===== src/rtl/bus_region_pkg.sv =====
// Shared types and the default address map for the bus region controller.
package bus_region_pkg;

  typedef enum logic [1:0] {
    IDLE = 2'd0,
    ADDR = 2'd1,
    WAIT = 2'd2,
    RDY  = 2'd3
  } state_t;

  localparam int DEF_NUM_REGIONS   = 4;
  localparam int DEF_ADDR_WIDTH    = 20;
  localparam int DEF_IO_ADDR_WIDTH = 16;
  localparam int DEF_WAIT_WIDTH    = 4;

  typedef struct packed {
    logic [DEF_ADDR_WIDTH-1:0] base;
    logic [DEF_ADDR_WIDTH-1:0] mask;
    logic                      is_io;
    logic [DEF_WAIT_WIDTH-1:0] waits;
  } region_cfg_t;

  // Default map: low RAM, high ROM, a 16-port I/O block at 0xFF00, a
  // 512-port I/O block at 0x1C00.
  localparam logic [DEF_ADDR_WIDTH-1:0] DEF_BASE_ADDR [DEF_NUM_REGIONS] =
    '{20'h00000, 20'h80000, 20'h0FF00, 20'h01C00};
  localparam logic [DEF_ADDR_WIDTH-1:0] DEF_ADDR_MASK [DEF_NUM_REGIONS] =
    '{20'h80000, 20'h80000, 20'h0FFF0, 20'h0FE00};
  localparam logic [DEF_NUM_REGIONS-1:0] DEF_IS_IO = 4'b1100;
  localparam logic [DEF_WAIT_WIDTH-1:0] DEF_WAIT_STATES [DEF_NUM_REGIONS] =
    '{4'd0, 4'd1, 4'd2, 4'd3};

  // Bundles one entry of the default map into a single record.
  function automatic region_cfg_t default_cfg(input int idx);
    region_cfg_t cfg;
    cfg.base  = DEF_BASE_ADDR[idx];
    cfg.mask  = DEF_ADDR_MASK[idx];
    cfg.is_io = DEF_IS_IO[idx];
    cfg.waits = DEF_WAIT_STATES[idx];
    return cfg;
  endfunction

endpackage


===== src/rtl/bus_region_controller_if.sv =====
// Processor-side bus between the 8088 pins and the region controller.
interface bus_region_controller_if
  import bus_region_pkg::*;
#(
  parameter int NUM_REGIONS = DEF_NUM_REGIONS,
  parameter int ADDR_WIDTH  = DEF_ADDR_WIDTH
);
  logic                   ALE;
  logic                   IOM;
  logic                   RD;
  logic                   WR;
  logic [ADDR_WIDTH-1:0]  ADDR_IN;
  logic [ADDR_WIDTH-1:0]  Address;
  logic [NUM_REGIONS-1:0] CS;
  logic                   READY;
  logic                   BUS_ERROR;

  modport master (
    output ALE, IOM, RD, WR, ADDR_IN,
    input  Address, CS, READY, BUS_ERROR
  );

  modport slave (
    input  ALE, IOM, RD, WR, ADDR_IN,
    output Address, CS, READY, BUS_ERROR
  );
endinterface


===== src/rtl/bus_region_controller_decoder.sv =====
// Combinational base/mask region decoder with lowest-index priority.
module region_decoder
  import bus_region_pkg::*;
#(
  parameter int NUM_REGIONS   = DEF_NUM_REGIONS,
  parameter int ADDR_WIDTH    = DEF_ADDR_WIDTH,
  parameter int IO_ADDR_WIDTH = DEF_IO_ADDR_WIDTH,
  parameter int SEL_W         = (NUM_REGIONS > 1) ? $clog2(NUM_REGIONS) : 1,
  parameter logic [ADDR_WIDTH-1:0] BASE_ADDR [NUM_REGIONS] = DEF_BASE_ADDR,
  parameter logic [ADDR_WIDTH-1:0] ADDR_MASK [NUM_REGIONS] = DEF_ADDR_MASK,
  parameter logic [NUM_REGIONS-1:0] IS_IO = DEF_IS_IO
) (
  input  logic [ADDR_WIDTH-1:0]  addr,
  input  logic                   iom,
  output logic [NUM_REGIONS-1:0] cs,
  output logic [SEL_W-1:0]       sel,
  output logic                   hit,
  output logic                   overlap
);

  // I/O cycles only drive the low port-address bits, so upper bits are ignored.
  localparam logic [ADDR_WIDTH-1:0] IO_KEEP =
    ADDR_WIDTH'((64'd1 << IO_ADDR_WIDTH) - 64'd1);

  logic [NUM_REGIONS-1:0] match;

  // Raw per-region match against base/mask and address space.
  always_comb begin
    match = '0;
    for (int i = 0; i < NUM_REGIONS; i++) begin
      if (IS_IO[i]) begin
        match[i] = ((addr & ADDR_MASK[i] & IO_KEEP) ==
                    (BASE_ADDR[i] & ADDR_MASK[i] & IO_KEEP)) && iom;
      end else begin
        match[i] = ((addr & ADDR_MASK[i]) ==
                    (BASE_ADDR[i] & ADDR_MASK[i])) && !iom;
      end
    end
  end

  // Priority select: scanning downwards leaves the lowest matching index.
  always_comb begin
    cs  = '0;
    sel = '0;
    for (int i = NUM_REGIONS - 1; i >= 0; i--) begin
      if (match[i]) begin
        cs     = '0;
        cs[i]  = 1'b1;
        sel    = SEL_W'(i);
      end
    end
  end

  assign hit     = |match;
  assign overlap = |(match & (match - NUM_REGIONS'(1)));

endmodule


===== src/rtl/bus_region_controller.sv =====
// Address latch, region chip-select and READY wait-state generator.
module bus_region_controller
  import bus_region_pkg::*;
#(
  parameter int NUM_REGIONS   = DEF_NUM_REGIONS,
  parameter int ADDR_WIDTH    = DEF_ADDR_WIDTH,
  parameter int IO_ADDR_WIDTH = DEF_IO_ADDR_WIDTH,
  parameter int WAIT_WIDTH    = DEF_WAIT_WIDTH,
  parameter logic [ADDR_WIDTH-1:0] BASE_ADDR [NUM_REGIONS] = DEF_BASE_ADDR,
  parameter logic [ADDR_WIDTH-1:0] ADDR_MASK [NUM_REGIONS] = DEF_ADDR_MASK,
  parameter logic [NUM_REGIONS-1:0] IS_IO = DEF_IS_IO,
  parameter logic [WAIT_WIDTH-1:0] WAIT_STATES [NUM_REGIONS] = DEF_WAIT_STATES
) (
  input logic CLK,
  input logic RESET,
  bus_region_controller_if.slave bus
);

  // state | meaning
  // IDLE  | no bus cycle; waiting for ALE
  // ADDR  | address latched; waiting for RD or WR strobe
  // WAIT  | inserting Tw cycles, READY low
  // RDY   | READY high; waiting for strobes to release

  localparam int SEL_W = (NUM_REGIONS > 1) ? $clog2(NUM_REGIONS) : 1;

  state_t                 state_q, state_d;
  logic [ADDR_WIDTH-1:0]  addr_q, addr_d;
  logic [NUM_REGIONS-1:0] cs_q, cs_d;
  logic [SEL_W-1:0]       sel_q, sel_d;
  logic                   hit_q, hit_d;
  logic [WAIT_WIDTH-1:0]  cnt_q, cnt_d;
  logic                   err_q, err_d;

  logic [NUM_REGIONS-1:0] dec_cs;
  logic [SEL_W-1:0]       dec_sel;
  logic                   dec_hit;
  logic                   dec_overlap;
  logic [WAIT_WIDTH-1:0]  sel_waits;
  logic                   take_addr;

  region_decoder #(
    .NUM_REGIONS  (NUM_REGIONS),
    .ADDR_WIDTH   (ADDR_WIDTH),
    .IO_ADDR_WIDTH(IO_ADDR_WIDTH),
    .SEL_W        (SEL_W),
    .BASE_ADDR    (BASE_ADDR),
    .ADDR_MASK    (ADDR_MASK),
    .IS_IO        (IS_IO)
  ) u_dec (
    .addr   (bus.ADDR_IN),
    .iom    (bus.IOM),
    .cs     (dec_cs),
    .sel    (dec_sel),
    .hit    (dec_hit),
    .overlap(dec_overlap)
  );

  // Wait count of the region captured at the last address latch.
  always_comb begin
    sel_waits = '0;
    for (int i = 0; i < NUM_REGIONS; i++) begin
      if (SEL_W'(i) == sel_q) sel_waits = WAIT_STATES[i];
    end
  end

  // Next-state, counter and latch control.
  always_comb begin
    state_d   = state_q;
    addr_d    = addr_q;
    cs_d      = cs_q;
    sel_d     = sel_q;
    hit_d     = hit_q;
    cnt_d     = cnt_q;
    err_d     = 1'b0;
    take_addr = 1'b0;

    case (state_q)
      IDLE: begin
        if (bus.ALE) begin
          take_addr = 1'b1;
          state_d   = ADDR;
        end
      end
      ADDR: begin
        if (bus.ALE) begin
          // Aborted cycle: follow the new address, keep waiting for a strobe.
          take_addr = 1'b1;
        end else if (!bus.RD || !bus.WR) begin
          // Both strobes low is handled as a write but flagged.
          err_d = !bus.RD && !bus.WR;
          if (!hit_q || sel_waits == '0) begin
            state_d = RDY;
          end else begin
            cnt_d   = sel_waits;
            state_d = WAIT;
          end
        end
      end
      WAIT: begin
        if (cnt_q <= WAIT_WIDTH'(1)) begin
          cnt_d   = '0;
          state_d = RDY;
        end else begin
          cnt_d = cnt_q - WAIT_WIDTH'(1);
        end
      end
      RDY: begin
        if (bus.RD && bus.WR) begin
          if (bus.ALE) begin
            take_addr = 1'b1;
            state_d   = ADDR;
          end else begin
            state_d = IDLE;
          end
        end
      end
      default: state_d = IDLE;
    endcase

    if (take_addr) begin
      addr_d = bus.ADDR_IN;
      cs_d   = dec_cs;
      sel_d  = dec_sel;
      hit_d  = dec_hit;
      err_d  = !dec_hit || dec_overlap;
    end
  end

  // State and datapath registers with synchronous active-low reset.
  always_ff @(posedge CLK) begin
    if (!RESET) begin
      state_q <= IDLE;
      addr_q  <= '0;
      cs_q    <= '0;
      sel_q   <= '0;
      hit_q   <= 1'b0;
      cnt_q   <= '0;
      err_q   <= 1'b0;
    end else begin
      state_q <= state_d;
      addr_q  <= addr_d;
      cs_q    <= cs_d;
      sel_q   <= sel_d;
      hit_q   <= hit_d;
      cnt_q   <= cnt_d;
      err_q   <= err_d;
    end
  end

  assign bus.Address   = addr_q;
  assign bus.CS        = cs_q;
  assign bus.READY     = (state_q != WAIT);
  assign bus.BUS_ERROR = err_q;

endmodule

===== src/flat_wrapper.sv =====
// flat-port wrapper written by rule: the top's interface ports become plain ports
module bus_region_controller_flat import bus_region_pkg::*;
#(
  parameter int NUM_REGIONS   = DEF_NUM_REGIONS,
  parameter int ADDR_WIDTH    = DEF_ADDR_WIDTH,
  parameter int IO_ADDR_WIDTH = DEF_IO_ADDR_WIDTH,
  parameter int WAIT_WIDTH    = DEF_WAIT_WIDTH,
  parameter logic [ADDR_WIDTH-1:0] BASE_ADDR [NUM_REGIONS] = DEF_BASE_ADDR,
  parameter logic [ADDR_WIDTH-1:0] ADDR_MASK [NUM_REGIONS] = DEF_ADDR_MASK,
  parameter logic [NUM_REGIONS-1:0] IS_IO = DEF_IS_IO,
  parameter logic [WAIT_WIDTH-1:0] WAIT_STATES [NUM_REGIONS] = DEF_WAIT_STATES
)
  (CLK, RESET, bus_ALE, bus_IOM, bus_RD, bus_WR, bus_ADDR_IN, bus_Address, bus_CS, bus_READY, bus_BUS_ERROR);
  bus_region_controller_if #(.NUM_REGIONS(NUM_REGIONS), .ADDR_WIDTH(ADDR_WIDTH)) bus_i ();
  input logic CLK;
  input logic RESET;
  input wire logic [$bits(bus_i.ALE)-1:0] bus_ALE;
  input wire logic [$bits(bus_i.IOM)-1:0] bus_IOM;
  input wire logic [$bits(bus_i.RD)-1:0] bus_RD;
  input wire logic [$bits(bus_i.WR)-1:0] bus_WR;
  input wire logic [$bits(bus_i.ADDR_IN)-1:0] bus_ADDR_IN;
  output wire logic [$bits(bus_i.Address)-1:0] bus_Address;
  output wire logic [$bits(bus_i.CS)-1:0] bus_CS;
  output wire logic [$bits(bus_i.READY)-1:0] bus_READY;
  output wire logic [$bits(bus_i.BUS_ERROR)-1:0] bus_BUS_ERROR;
  assign bus_i.ALE = bus_ALE;
  assign bus_i.IOM = bus_IOM;
  assign bus_i.RD = bus_RD;
  assign bus_i.WR = bus_WR;
  assign bus_i.ADDR_IN = bus_ADDR_IN;
  assign bus_Address = bus_i.Address;
  assign bus_CS = bus_i.CS;
  assign bus_READY = bus_i.READY;
  assign bus_BUS_ERROR = bus_i.BUS_ERROR;
  bus_region_controller #(.NUM_REGIONS(NUM_REGIONS), .ADDR_WIDTH(ADDR_WIDTH), .IO_ADDR_WIDTH(IO_ADDR_WIDTH), .WAIT_WIDTH(WAIT_WIDTH), .BASE_ADDR(BASE_ADDR), .ADDR_MASK(ADDR_MASK), .IS_IO(IS_IO), .WAIT_STATES(WAIT_STATES)) u_core (.CLK(CLK), .RESET(RESET), .bus(bus_i));
endmodule

===== config.mk =====
export PLATFORM = sky130hd
export DESIGN_NAME = bus_region_controller_flat
export DESIGN_NICKNAME = d
export VERILOG_FILES = /design/src/rtl/bus_region_pkg.sv /design/src/rtl/bus_region_controller_if.sv /design/src/rtl/bus_region_controller_decoder.sv /design/src/rtl/bus_region_controller.sv /design/src/flat_wrapper.sv
export SDC_FILE = /design/constraint.sdc
export NUM_CORES = 1
export LEC_CHECK = 0
export BUFFER_PORTS_ARGS = -buffer_cell sky130_fd_sc_hd__buf_2
export CELL_PAD_IN_SITES_DETAIL_PLACEMENT = 0
export CELL_PAD_IN_SITES_GLOBAL_PLACEMENT = 1
export CORE_MARGIN = 2
export CORE_UTILIZATION = 40
export DETAILED_ROUTE_END_ITERATION = 6
export PLACE_DENSITY_LB_ADDON = 0.1
export SLEW_MARGIN = 10
export SYNTH_ARGS = -nofsm -noshare
export SYNTH_HDL_FRONTEND = slang
export SYNTH_SLANG_ARGS = --single-unit

===== constraint.sdc =====
create_clock -name CLK -period 3.31 [get_ports CLK]
set_input_delay 0.331 -clock CLK [delete_from_list [all_inputs] [get_ports CLK]]
set_output_delay 0.331 -clock CLK [all_outputs]
set_load 0.1 [all_outputs]

==> results of run 1 <==
-- flip-flops by register name, indices dropped and copies added (netlist names) --
name,count
u_core.cnt_q,4
u_core.state_q,2
u_core.hit_q,1
u_core.bus.BUS_ERROR,1
u_core.sel_q,2
u_core.bus.Address,20
u_core.bus.CS,4
-- cells in the mapped netlist (2+ instances only) --
| cell | number |
|---|---|
| buf_2 | 2 |
| and3b_1 | 2 |
| a32o_1 | 2 |
| nand2_2 | 7 |
| o221ai_1 | 2 |
| nor2b_1 | 3 |
| a21oi_1 | 3 |
| o211a_1 | 2 |
| a21boi_2 | 19 |
| o21a_1 | 2 |
| clkbuf_1 | 3 |
| a21boi_0 | 4 |
| nand2_1 | 43 |
| o21ai_0 | 4 |
| or3_1 | 2 |
| nor4_1 | 2 |
| nor3_1 | 2 |
| inv_1 | 9 |
| nor2_1 | 3 |
| dfxtp_1 | 34 |
| buf_6 | 2 |
| ha_1 | 6 |
| and3_1 | 2 |
-- final cells by class --
type                    count  share of cell area
flip-flops and latches     34               0.331
clock buffers               5              0.0334
multi-input cells         129               0.442
well taps                  50              0.0304
inverters                   9              0.0164
clock inverters             3              0.0195
repair buffers             52               0.128
-- per-layer routing --
layer | part of all wire | GRT usage | up-vias
li1 | - | - | 723
met1 | 0.46 | 0.196 | 609
met2 | 0.46 | 0.237 | 42
met3 | 0.069 | 0.0538 | 5
met4 | 0.013 | 0.0588 | 0
met5 | 0 | 0 | -
-- where the power goes --
part / total, mW / leakage (nW) / switching (mW) / internal [mW]
Combinational: 1.04 / 0.563 / 0.793 / 0.244
Clock: 0.371 / 0.0579 / 0.149 / 0.221
Sequential: 0.552 / 0.278 / 0.0535 / 0.499
Total: 1.96 / 0.899 / 0.995 / 0.964
-- kinds of logic (layout without fill, tap and decap cells) --
logic type / count (synthesis) / in the layout / share of synthesized area
simple gates: 74 / 74 / 0.223
compound gates: 49 / 49 / 0.267
flops: 34 / 34 / 0.400
buf+inv: 18 / 69 / 0.0661
fa+ha+maj: 6 / 6 / 0.0441
-- path summary, 6_finish.rpt --
| check | cells past startpoint | slack (ns) | start | endpoint |
|---|---|---|---|---|
| setup / recovery | 4 | 1.30 | u_core.state_q[0] | bus_READY |
| hold reg to reg | 2 | 0.46 | u_core.bus.CS[2] | u_core.bus.CS[2] |
| setup reg to reg | 6 | 1.38 | u_core.state_q[0] | u_core.bus.BUS_ERROR |
| hold / removal | 3 | 0.29 | bus_ADDR_IN[3] | u_core.bus.Address[3] |
-- metrics by stage --
step / std cells / utilization / hold WS, ns / total power, mW
3_5_place_dp: 274 / 0.480 / 0.446 / 1.61
2_1_floorplan: 181 / - / 0.432 / 1.50
3_3_place_gp: 274 / 0.480 / 0.440 / 1.59
5_1_grt: 282 / 0.507 / 0.282 / 2.08
4_1_cts: 282 / 0.507 / 0.281 / 1.99
6_report: 282 / 0.507 / 0.287 / 1.96
-- tightest hold or removal path: stages --
cell and delay (ns):
buf_2 0.10, nand2_1 0.05, a21boi_1 0.05
==> reports/metrics.csv, run 1 <==
stage;metric;value;unit
run_status;status;finished, final reports clean;
worst_setup_path;crit_path_end_kind;primary output;
floorplan;die-area;0.00479;sq mm
synth;synth_seq_cells;34;
placement;portBuffers;51;
timing;finalCritPeriodShare;0.608;
synth;synth_nets;213;
floorplan;io_pins;52;
placement;gp_congestion;0.823;
timing;hold_violations;0;
drt;drt-wirelength-per-cell;12.5;um
cells_and_area;mostFrequentLayoutCells;buf_2 (51), nand2_1 (43), dfxtp_1 (34), a21boi_2 (19), inv_1 (9);
drt;routed_via_density;4.89;
drt;dr.pass1.iters;4;
cells_and_area;num_antenna_cells;0;
cells_and_area;drive_gt1_frac;0.405;
floorplan;num_rows;23;
hold_path;min_path_type;input port to flop;
worst_setup_path;cp_slowest_cell;buf_2;
synth;yosys_warnings;0;
synth;avgSynthCellArea;9.41;sq um
worst_setup_path;crit_path_frequent_cell;inv_1;
global_routing;grt_pass1_wl;5970;um
drt;wirelength;3510;um
global_routing;grt_pass1_vias;1302;
worst_setup_path;crit_type;flop to primary output;
synth;synth_edf_count;0;
drt;drtIter0Drc;42;
cts;cts_tree;yes;
floorplan;core_region_area;0.00406;sq mm
worst_setup_path;crit_chain;inv_1, ha_1, inv_1, buf_2;
synth;synthTopCellsByArea;dfxtp_1 (40%), a21boi_2 (13%), nand2_1 (9.5%), ha_1 (4.4%), nand2_2 (2.6%);
synth;synth_top_area_frac;0.400;
timing;finClkSkew;0.00200;ns
timing;slew_viol_final;0;
cts;post_cts_buffers;0;
pwr;p_per_area;952;mW/mm^2
synth;ys_types;44;
cts;ctsHoldBuffers;0;
synth;synth_area_leader_cell;dfxtp_1;
timing;setup_viol;0;
cts;clk_pin_slew_worst_paths;0.07;ns
synth;synth_area;0.00170;sq mm
global_routing;grt_max_degree;40;
synth;synth_seq_area_share;0.400;
placement;pre_cts_slack;1.37;ns
placement;place_area;0.00195;sq mm
drt;ant_nets;0;
worst_setup_path;crit_arrival;1.68;ns
global_routing;grt_util_all_layers;0.153;
floorplan;die_x;69.2;um
cts;clk_latency;0.28;ns
worst_setup_path;cp_top_family;buffers and inverters;
job;drv_cap;0;
timing;timing.fmax;0.497;GHz
cts;cts-resized-gates;0;
synth;synthArstFlopShare;0;
floorplan;initial_core_util;0.420;
placement;hpwl;2560;um
pwr;peakVddDrop;0.468;mV
worst_setup_path;max_stage_delay;0.45;ns
worst_setup_path;crit_fanout;7;
floorplan;die_y;69.2;um
cells_and_area;register_area;681;sq um
worst_setup_path;critPathBufInv;3;
timing;max-slew-margin-rel;0.618;
cts;htree_levels;2;
cells_and_area;syn_to_final_growth;20.9;%
cts;cts_buffer_depth;2;
synth;synth_ff_type;dfxtp_1;
worst_setup_path;required;2.98;ns
cells_and_area;final_common_cell;buf_2;
cells_and_area;final_net_count;263;
timing;period_minus_slack;2.01;ns
timing;tns;0;ns
global_routing;grt_remaining_overflow;0;
timing;worst_slew_pin_slew;0.570;ns
cts;root_buffer;clkbuf_8;
cells_and_area;multi_input_area;910;sq um
pwr;leakage;0.899;nW
synth;synthCells;181;
cells_and_area;fin_area;0.00206;sq mm
cells_and_area;nFillCells;396;
timing;rsz0062_at_grt;no;
cts;clock_sinks;34;
global_routing;antenna_found_initial;0;
worst_setup_path;worstSetupStartpointType;flop;
cts;numCtsBuffers;5;
timing;setup_slack;1.30;ns
drt;drc;0;
drt;via_count;1379;
Power figures use the tool's default switching activity.
==> run 2: changes to the inputs <==
- CORE_UTILIZATION: 40 -> 34
- clock period: 3.31 -> 1.7 ns (I/O delays scaled with it)
==> reports/metrics.csv, run 2 (same netlist as run 1, synthesis figures left out) <==
stage;metric;value;unit;change
hold_path;min_path_type;input port to flop;;unchanged
pwr;peakVddDrop;0.912;mV;was 0.468 mV
drt;drtIter0Drc;52;;was 42
worst_setup_path;rr_endpoint;u_core.sel_q[0];;was u_core.bus.BUS_ERROR
cts;root_buffer;clkbuf_8;;unchanged
worst_setup_path;crit_type;flop to flop;;was flop to primary output
placement;hpwl;2860;um;was 2560 um
global_routing;grt_pass1_wl;6580;um;was 5970 um
hold_path;hp-start;bus_ADDR_IN[2];;was bus_ADDR_IN[3]
drt;dr.pass1.iters;4;;unchanged
cts;cts_tree;yes;;unchanged
cells_and_area;nFillCells;483;;was 396
placement;gp_congestion;0.773;;was 0.823
cells_and_area;register_area;683;sq um;was 681 sq um
worst_setup_path;critPathBufInv;3;;unchanged
worst_setup_path;max_stage_delay;0.34;ns;was 0.45 ns
cells_and_area;final_net_count;273;;was 263
timing;finClkSkew;0.00368;ns;was 0.00200 ns
cells_and_area;multi_input_area;945;sq um;was 910 sq um
drt;routed_via_density;4.77;;was 4.89
cells_and_area;final_common_cell;buf_2;;unchanged
drt;ant_nets;0;;unchanged
floorplan;core_region_area;0.00479;sq mm;was 0.00406 sq mm
timing;timing.fmax;0.610;GHz;
global_routing;grt_use_met2;0.260;;was 0.237
placement;pre_cts_slack;-0.0367;ns;was 1.37 ns
worst_setup_path;ff2ff_path_depth;8;;was 6
cells_and_area;largest_register_ffs;20;;unchanged
cts;htree_levels;2;;unchanged
timing;rsz0062_at_grt;yes;;was no
cts;clk_pin_slew_worst_paths;0.07;ns;about the same
timing;finalCritPeriodShare;0.964;;
pwr;p_clk_frac;0.147;;was 0.189
floorplan;die_x;74.8;um;was 69.2 um
pwr;leakage;0.973;nW;was 0.899 nW
timing;hold_violations;0;;unchanged
cells_and_area;drive_gt1_frac;0.467;;was 0.405
timing;setup_slack;0.0607;ns;was 1.30 ns
pwr;power_switching_share;0.498;;was 0.508
drt;via_count;1473;;was 1379
pwr;p_comb_frac;0.589;;was 0.529
cells_and_area;stdcell_count;309;;was 282
timing;worst_slew_pin_slew;0.567;ns;was 0.570 ns
cts;cts_buffer_depth;2;;unchanged
worst_setup_path;worstSetupStartpointType;flop;;unchanged
cts;ctsHoldBuffers;0;;unchanged
cells_and_area;syn_to_final_growth;31.2;%;was 20.9%
cts;clock_sinks;34;;unchanged
global_routing;met1_usage;0.176;;was 0.196
worst_setup_path;regToRegStartpoint;u_core.state_q[0];;unchanged
pwr;pwr-share-seq;0.265;;was 0.282
hold_path;hold_end;u_core.bus.Address[2];;was u_core.bus.Address[3]
worst_setup_path;crit_path_end_kind;flop;;was primary output
timing;max-slew-margin-rel;0.622;;was 0.618
worst_setup_path;rrSetupSlack;0.06;ns;was 1.38 ns
pwr;netSwitchingPower;2.05;mW;was 995 uW
worst_setup_path;crit_arrival;1.85;ns;was 1.68 ns
worst_setup_path;cp_top_family;simple AND/OR/NAND/NOR gates;;was buffers and inverters
floorplan;num_rows;25;;was 23
worst_setup_path;cp_slowest_cell;dfxtp_2;;was buf_2
floorplan;io_pins;52;;unchanged
run_status;status;finished, final reports clean;;unchanged
pwr;p_per_area;1840;mW/mm^2;was 952 mW/mm^2
placement;portBuffers;51;;unchanged
cts;numCtsBuffers;5;;unchanged
timing;setup_viol;0;;unchanged
cells_and_area;mostFrequentLayoutCells;buf_2 (50), nand2_1 (39), dfxtp_1 (32), a21boi_2 (19), nand2_2 (9);;was buf_2 (51), nand2_1 (43), dfxtp_1 (34), a21boi_2 (19), inv_1 (9)
drt;drt-wirelength-per-cell;12.5;um;about the same
timing;slew_viol_final;0;;unchanged
drt;wirelength;3870;um;was 3510 um
global_routing;grt_pass1_vias;1550;;was 1302
worst_setup_path;crit_fanout;16;;was 7
global_routing;met3_usage;0.0495;;was 0.0538
global_routing;grt_util_all_layers;0.154;;was 0.153
pwr;internal_power;2.06;mW;was 964 uW
global_routing;grt_remaining_overflow;0;;unchanged
floorplan;die-area;0.00559;sq mm;was 0.00479 sq mm
hold_path;holdPathStages;3;;unchanged
placement;place_inst;297;;was 274
worst_setup_path;required;1.91;ns;was 2.98 ns
floorplan;die_y;74.8;um;was 69.2 um
cts;clk_latency;0.28;ns;about the same
global_routing;grt_max_degree;40;;unchanged
drt;drc;0;;unchanged
floorplan;initial_core_util;0.356;;was 0.420
global_routing;grt-busiest-layer;met2;;unchanged
timing;period_minus_slack;1.64;ns;
global_routing;antenna_found_initial;0;;unchanged
job;drv_cap;0;;unchanged
worst_setup_path;crit_chain;inv_2, ha_2, a311oi_2, buf_4, nor3b_4, buf_12, nor2_1, nor3b_1;;was inv_1, ha_1, inv_1, buf_2
cells_and_area;num_antenna_cells;0;;unchanged
-- run 2: worst min-delay path: cells and delay by family --
kind                   cells  cell delay [ns]
AO/OA/AOI/OAI              1             0.05
AND/OR/NAND/NOR            1             0.04
buffers and inverters      1             0.09
-- run 2: power by group through the flow --
| stage | clock network [mW] | logic [mW] | registers [mW] |
|---|---|---|---|
| after floorplan | 0 | 1.04 | 1.94 |
| after global placement | 0 | 2.25 | 1.09 |
| after detailed placement | 0 | 2.29 | 1.11 |
| after CTS | 0.634 | 2.38 | 1.09 |
| after global routing | 0.666 | 2.58 | 1.11 |
| final | 0.603 | 2.42 | 1.09 |
-- run 2: layout make-up --
class | instances | area share
clock inverters | 1 | 0.00224
well taps | 67 | 0.0375
clock buffers | 7 | 0.0386
repair buffers | 62 | 0.176
flip-flops and latches | 34 | 0.306
multi-input cells | 129 | 0.423
inverters | 9 | 0.0168
-- run 2: metal layers --
metal | vias to the layer above | share of wire | wire length (um)
met5 | - | 0 | 0
met4 | 0 | 0.019 | 75
met3 | 10 | 0.061 | 237
met2 | 49 | 0.47 | 1820
met1 | 671 | 0.45 | 1740
li1 | 743 | - | -
-- run 2: per-stage QoR --
stage,util,hold WS [ns],instance area [sq um],setup TNS (ns),power [mW]
global route,0.467,0.135,2230,-0.218,4.36
finish,0.467,0.124,2230,0,4.11
detailed placement,0.437,0.425,2090,-0.0598,3.40
global placement,0.437,0.412,2090,0,3.34
floorplan,-,0.271,1750,-1.92,2.99
CTS,0.464,0.117,2220,0,4.11
-- run 2: how the worst max path moves through the flow --
| stage | endpoint | cells past startpoint | slack [ns] | startpoint |
|---|---|---|---|---|
| 5_1_grt | u_core.bus.Address[8] | 8 | -0.04 | u_core.state_q[1] |
| 6_report | u_core.sel_q[0] | 8 | 0.06 | u_core.state_q[0] |
| 4_1_cts | u_core.bus.Address[11] | 7 | 0.01 | u_core.state_q[1] |
| 3_3_place_gp | u_core.sel_q[0] | 7 | 0.03 | u_core.state_q[0] |
| 2_1_floorplan | u_core.bus.Address[17] | 8 | -0.10 | u_core.state_q[0] |
| 3_5_place_dp | u_core.sel_q[0] | 7 | -0.04 | u_core.state_q[0] |
-- run 2: what timing repair did --
| item | 4_1_cts | 5_1_grt |
|---|---|---|
| endpoints found under the setup margin | 16 | 26 |
| gates resized for setup | 0 | 4 |
| setup buffers | 3 | 1 |
| pin swaps | 1 | 2 |
| gates cloned | 0 | 0 |
==> run 3: changes to the inputs <==
--- a/config.mk
+++ b/config.mk
@@ -13,4 +13,5 @@
 export DETAILED_ROUTE_END_ITERATION = 6
 export PLACE_DENSITY_LB_ADDON = 0.1
+export REMOVE_ABC_BUFFERS = 1
 export SLEW_MARGIN = 10
 export SYNTH_ARGS = -nofsm -noshare
==> constraint.sdc (replaced) <==
create_clock -name CLK -period 1.7 [get_ports CLK]
set_input_delay 0.255 -clock CLK [delete_from_list [all_inputs] [get_ports CLK]]
set_output_delay 0.255 -clock CLK [all_outputs]
set_load 0.1 [all_outputs]
==> reports/metrics.csv, run 3 (same netlist as run 1, synthesis figures left out) <==
stage;metric;value;unit;change
cells_and_area;drive_gt1_frac;0.463;;was 0.467
global_routing;antenna_found_initial;0;;unchanged
hold_path;hold_end;u_core.bus.Address[2];;unchanged
drt;wirelength;3940;um;was 3870 um
worst_setup_path;crit_type;flop to flop;;unchanged
placement;place_inst;299;;was 297
timing;max-slew-margin-rel;0.602;;was 0.622
timing;rsz0062_at_grt;yes;;unchanged
drt;dr.pass1.iters;4;;unchanged
floorplan;core_region_area;0.00479;sq mm;unchanged
timing;hold_ws;0.218;ns;was 0.124 ns
cells_and_area;nFillCells;484;;was 483
worst_setup_path;worstSetupStartpointType;flop;;unchanged
cells_and_area;final_net_count;274;;was 273
floorplan;num_rows;25;;unchanged
timing;timing.fmax;0.619;GHz;was 0.610 GHz
cells_and_area;stdcell_count;309;;unchanged
cells_and_area;num_antenna_cells;0;;unchanged
cts;root_buffer;clkbuf_8;;unchanged
worst_setup_path;regToRegStartpoint;u_core.state_q[1];;was u_core.state_q[0]
cells_and_area;final_common_cell;buf_2;;unchanged
timing;hold_violations;0;;unchanged
pwr;leakage;0.947;nW;was 0.973 nW
timing;slew_viol_final;0;;unchanged
placement;hpwl;2810;um;was 2860 um
hold_path;min_path_type;input port to flop;;unchanged
cts;cts_tree;yes;;unchanged
global_routing;grt_pass1_wl;6470;um;was 6580 um
pwr;p_per_area;1810;mW/mm^2;was 1840 mW/mm^2
global_routing;grt_util_all_layers;0.152;;was 0.154
drt;drt-wirelength-per-cell;12.8;um;was 12.5 um
cts;cts_buffer_depth;2;;unchanged
global_routing;grt_remaining_overflow;0;;unchanged
placement;portBuffers;51;;unchanged
drt;drtIter0Drc;56;;was 52
cells_and_area;syn_to_final_growth;30.3;%;was 31.2%
floorplan;io_pins;52;;unchanged
floorplan;die_x;74.8;um;unchanged
pwr;peakVddDrop;0.870;mV;was 0.912 mV
worst_setup_path;max_stage_delay;0.40;ns;was 0.34 ns
placement;gp_congestion;0.803;;was 0.773
drt;m1WireLength;1820;um;was 1740 um
run_status;status;finished, final reports clean;;unchanged
global_routing;grt_pass1_vias;1504;;was 1550
timing;finalCritPeriodShare;0.950;;was 0.964
worst_setup_path;crit_path_end_kind;flop;;unchanged
drt;routed_via_density;4.77;;about the same
hold_path;holdPathStages;3;;unchanged
cts;ctsHoldBuffers;0;;unchanged
worst_setup_path;crit_chain;ha_4, a311oi_2, buf_4, nor3b_4, buf_2, nand2_1, a21boi_2;;was inv_2, ha_2, a311oi_2, buf_4, nor3b_4, buf_12, nor2_1, nor3b_1
drt;dr.max_layer_used;met4;;unchanged
worst_setup_path;rrSetupSlack;0.09;ns;was 0.06 ns
drt;wl_met3;177;um;was 237 um
timing;period_minus_slack;1.61;ns;was 1.64 ns
job;drv_cap;0;;unchanged
cts;clock_sinks;34;;unchanged
worst_setup_path;crit_arrival;1.83;ns;was 1.85 ns
hold_path;hp-start;bus_ADDR_IN[2];;unchanged
worst_setup_path;required;1.92;ns;was 1.91 ns
timing;worst_slew_pin_slew;0.596;ns;was 0.567 ns
floorplan;initial_core_util;0.356;;unchanged
worst_setup_path;crit_fanout;6;;was 16
timing;setup_viol;0;;unchanged
pwr;p_total;4.03;mW;was 4.11 mW
drt;wl_met2;1910;um;was 1820 um
global_routing;grt_max_degree;40;;unchanged
cts;htree_levels;2;;unchanged
cells_and_area;mostFrequentLayoutCells;buf_2 (51), nand2_1 (43), dfxtp_1 (32), a21boi_2 (19), buf_4 (9);;was buf_2 (50), nand2_1 (39), dfxtp_1 (32), a21boi_2 (19), nand2_2 (9)
cts;clk_latency;0.27;ns;was 0.28 ns
timing;finClkSkew;0.00358;ns;was 0.00368 ns
drt;via_count;1475;;was 1473
worst_setup_path;rr_endpoint;u_core.bus.Address[8];;was u_core.sel_q[0]
floorplan;die_y;74.8;um;unchanged
cells_and_area;largest_register_ffs;20;;unchanged
worst_setup_path;cp_slowest_cell;dfxtp_4;;was dfxtp_2
cts;clk_pin_slew_worst_paths;0.07;ns;about the same
worst_setup_path;ff2ff_path_depth;7;;was 8
drt;ant_nets;0;;unchanged
drt;drc;0;;unchanged
cells_and_area;utilization;0.464;;was 0.467
floorplan;die-area;0.00559;sq mm;unchanged
cts;numCtsBuffers;5;;unchanged
==> run 3: area by class of cell <==
| class | instances | area, sq um | share of cell area |
|---|---|---|---|
| tap | 67 | 83.8 | 0.0378 |
| sequential | 34 | 688 | 0.310 |
| inverter | 9 | 38.8 | 0.0175 |
| timing repair buffer | 63 | 365 | 0.165 |
| multi-input combinational | 129 | 967 | 0.436 |
| clock buffer | 7 | 76.3 | 0.0344 |
==> run 3: worst max path at each step <==
| stage | slack, ns | start | to |
|---|---|---|---|
| after floorplan | -0.63 | u_core.state_q[0] | u_core.bus.CS[0] |
| after global placement | 0.03 | u_core.state_q[0] | u_core.cnt_q[2] |
| after detailed placement | -0.03 | u_core.state_q[1] | u_core.bus.Address[1] |
| after CTS | 0.003 | u_core.state_q[0] | u_core.bus.Address[2] |
| after global routing | -0.01 | u_core.state_q[1] | u_core.bus.Address[8] |
| final | 0.09 | u_core.state_q[1] | u_core.bus.Address[8] |
==> run 3: metal layers <==
| metal | up-vias | global-route usage |
|---|---|---|
| met5 | - | 0 |
| met4 | 0 | 0.0655 |
| met3 | 4 | 0.0295 |
| met2 | 34 | 0.273 |
| met1 | 694 | 0.174 |
| li1 | 743 | - |
==> run 3: repair_timing <==
| action | 4_1_cts | 5_1_grt |
|---|---|---|
| pin swaps | 0 | 3 |
| setup endpoints to repair | 7 | 28 |
| buffers inserted | 1 | 1 |
| resized for setup | 3 | 19 |
| cloned | 0 | 1 |
==> run 3: per-stage QoR <==
step | cell area, sq um | setup slack [ns] | setup TNS, ns
5_1_grt | 2220 | -0.0109 | -0.0453
2_1_floorplan | 1620 | -0.627 | -10.24
6_report | 2220 | 0.0852 | 0
3_5_place_dp | 2050 | -0.0283 | -0.0432
3_3_place_gp | 2050 | 0.0300 | 0
4_1_cts | 2140 | 0.00250 | 0
==> run 3: worst max-delay path: cells and delay by family (launching register included) <==
family,cells,cell delay [ns]
buf+inv,2,0.39
simple gates,2,0.40
fa+ha+maj,1,0.16
compound gates,2,0.21
flops,1,0.40
==> run 3: where the power goes <==
group          switching [mW]  internal, mW
logic                    1.65         0.715
registers               0.138         0.984
clock network           0.260         0.282
total                    2.04          1.98
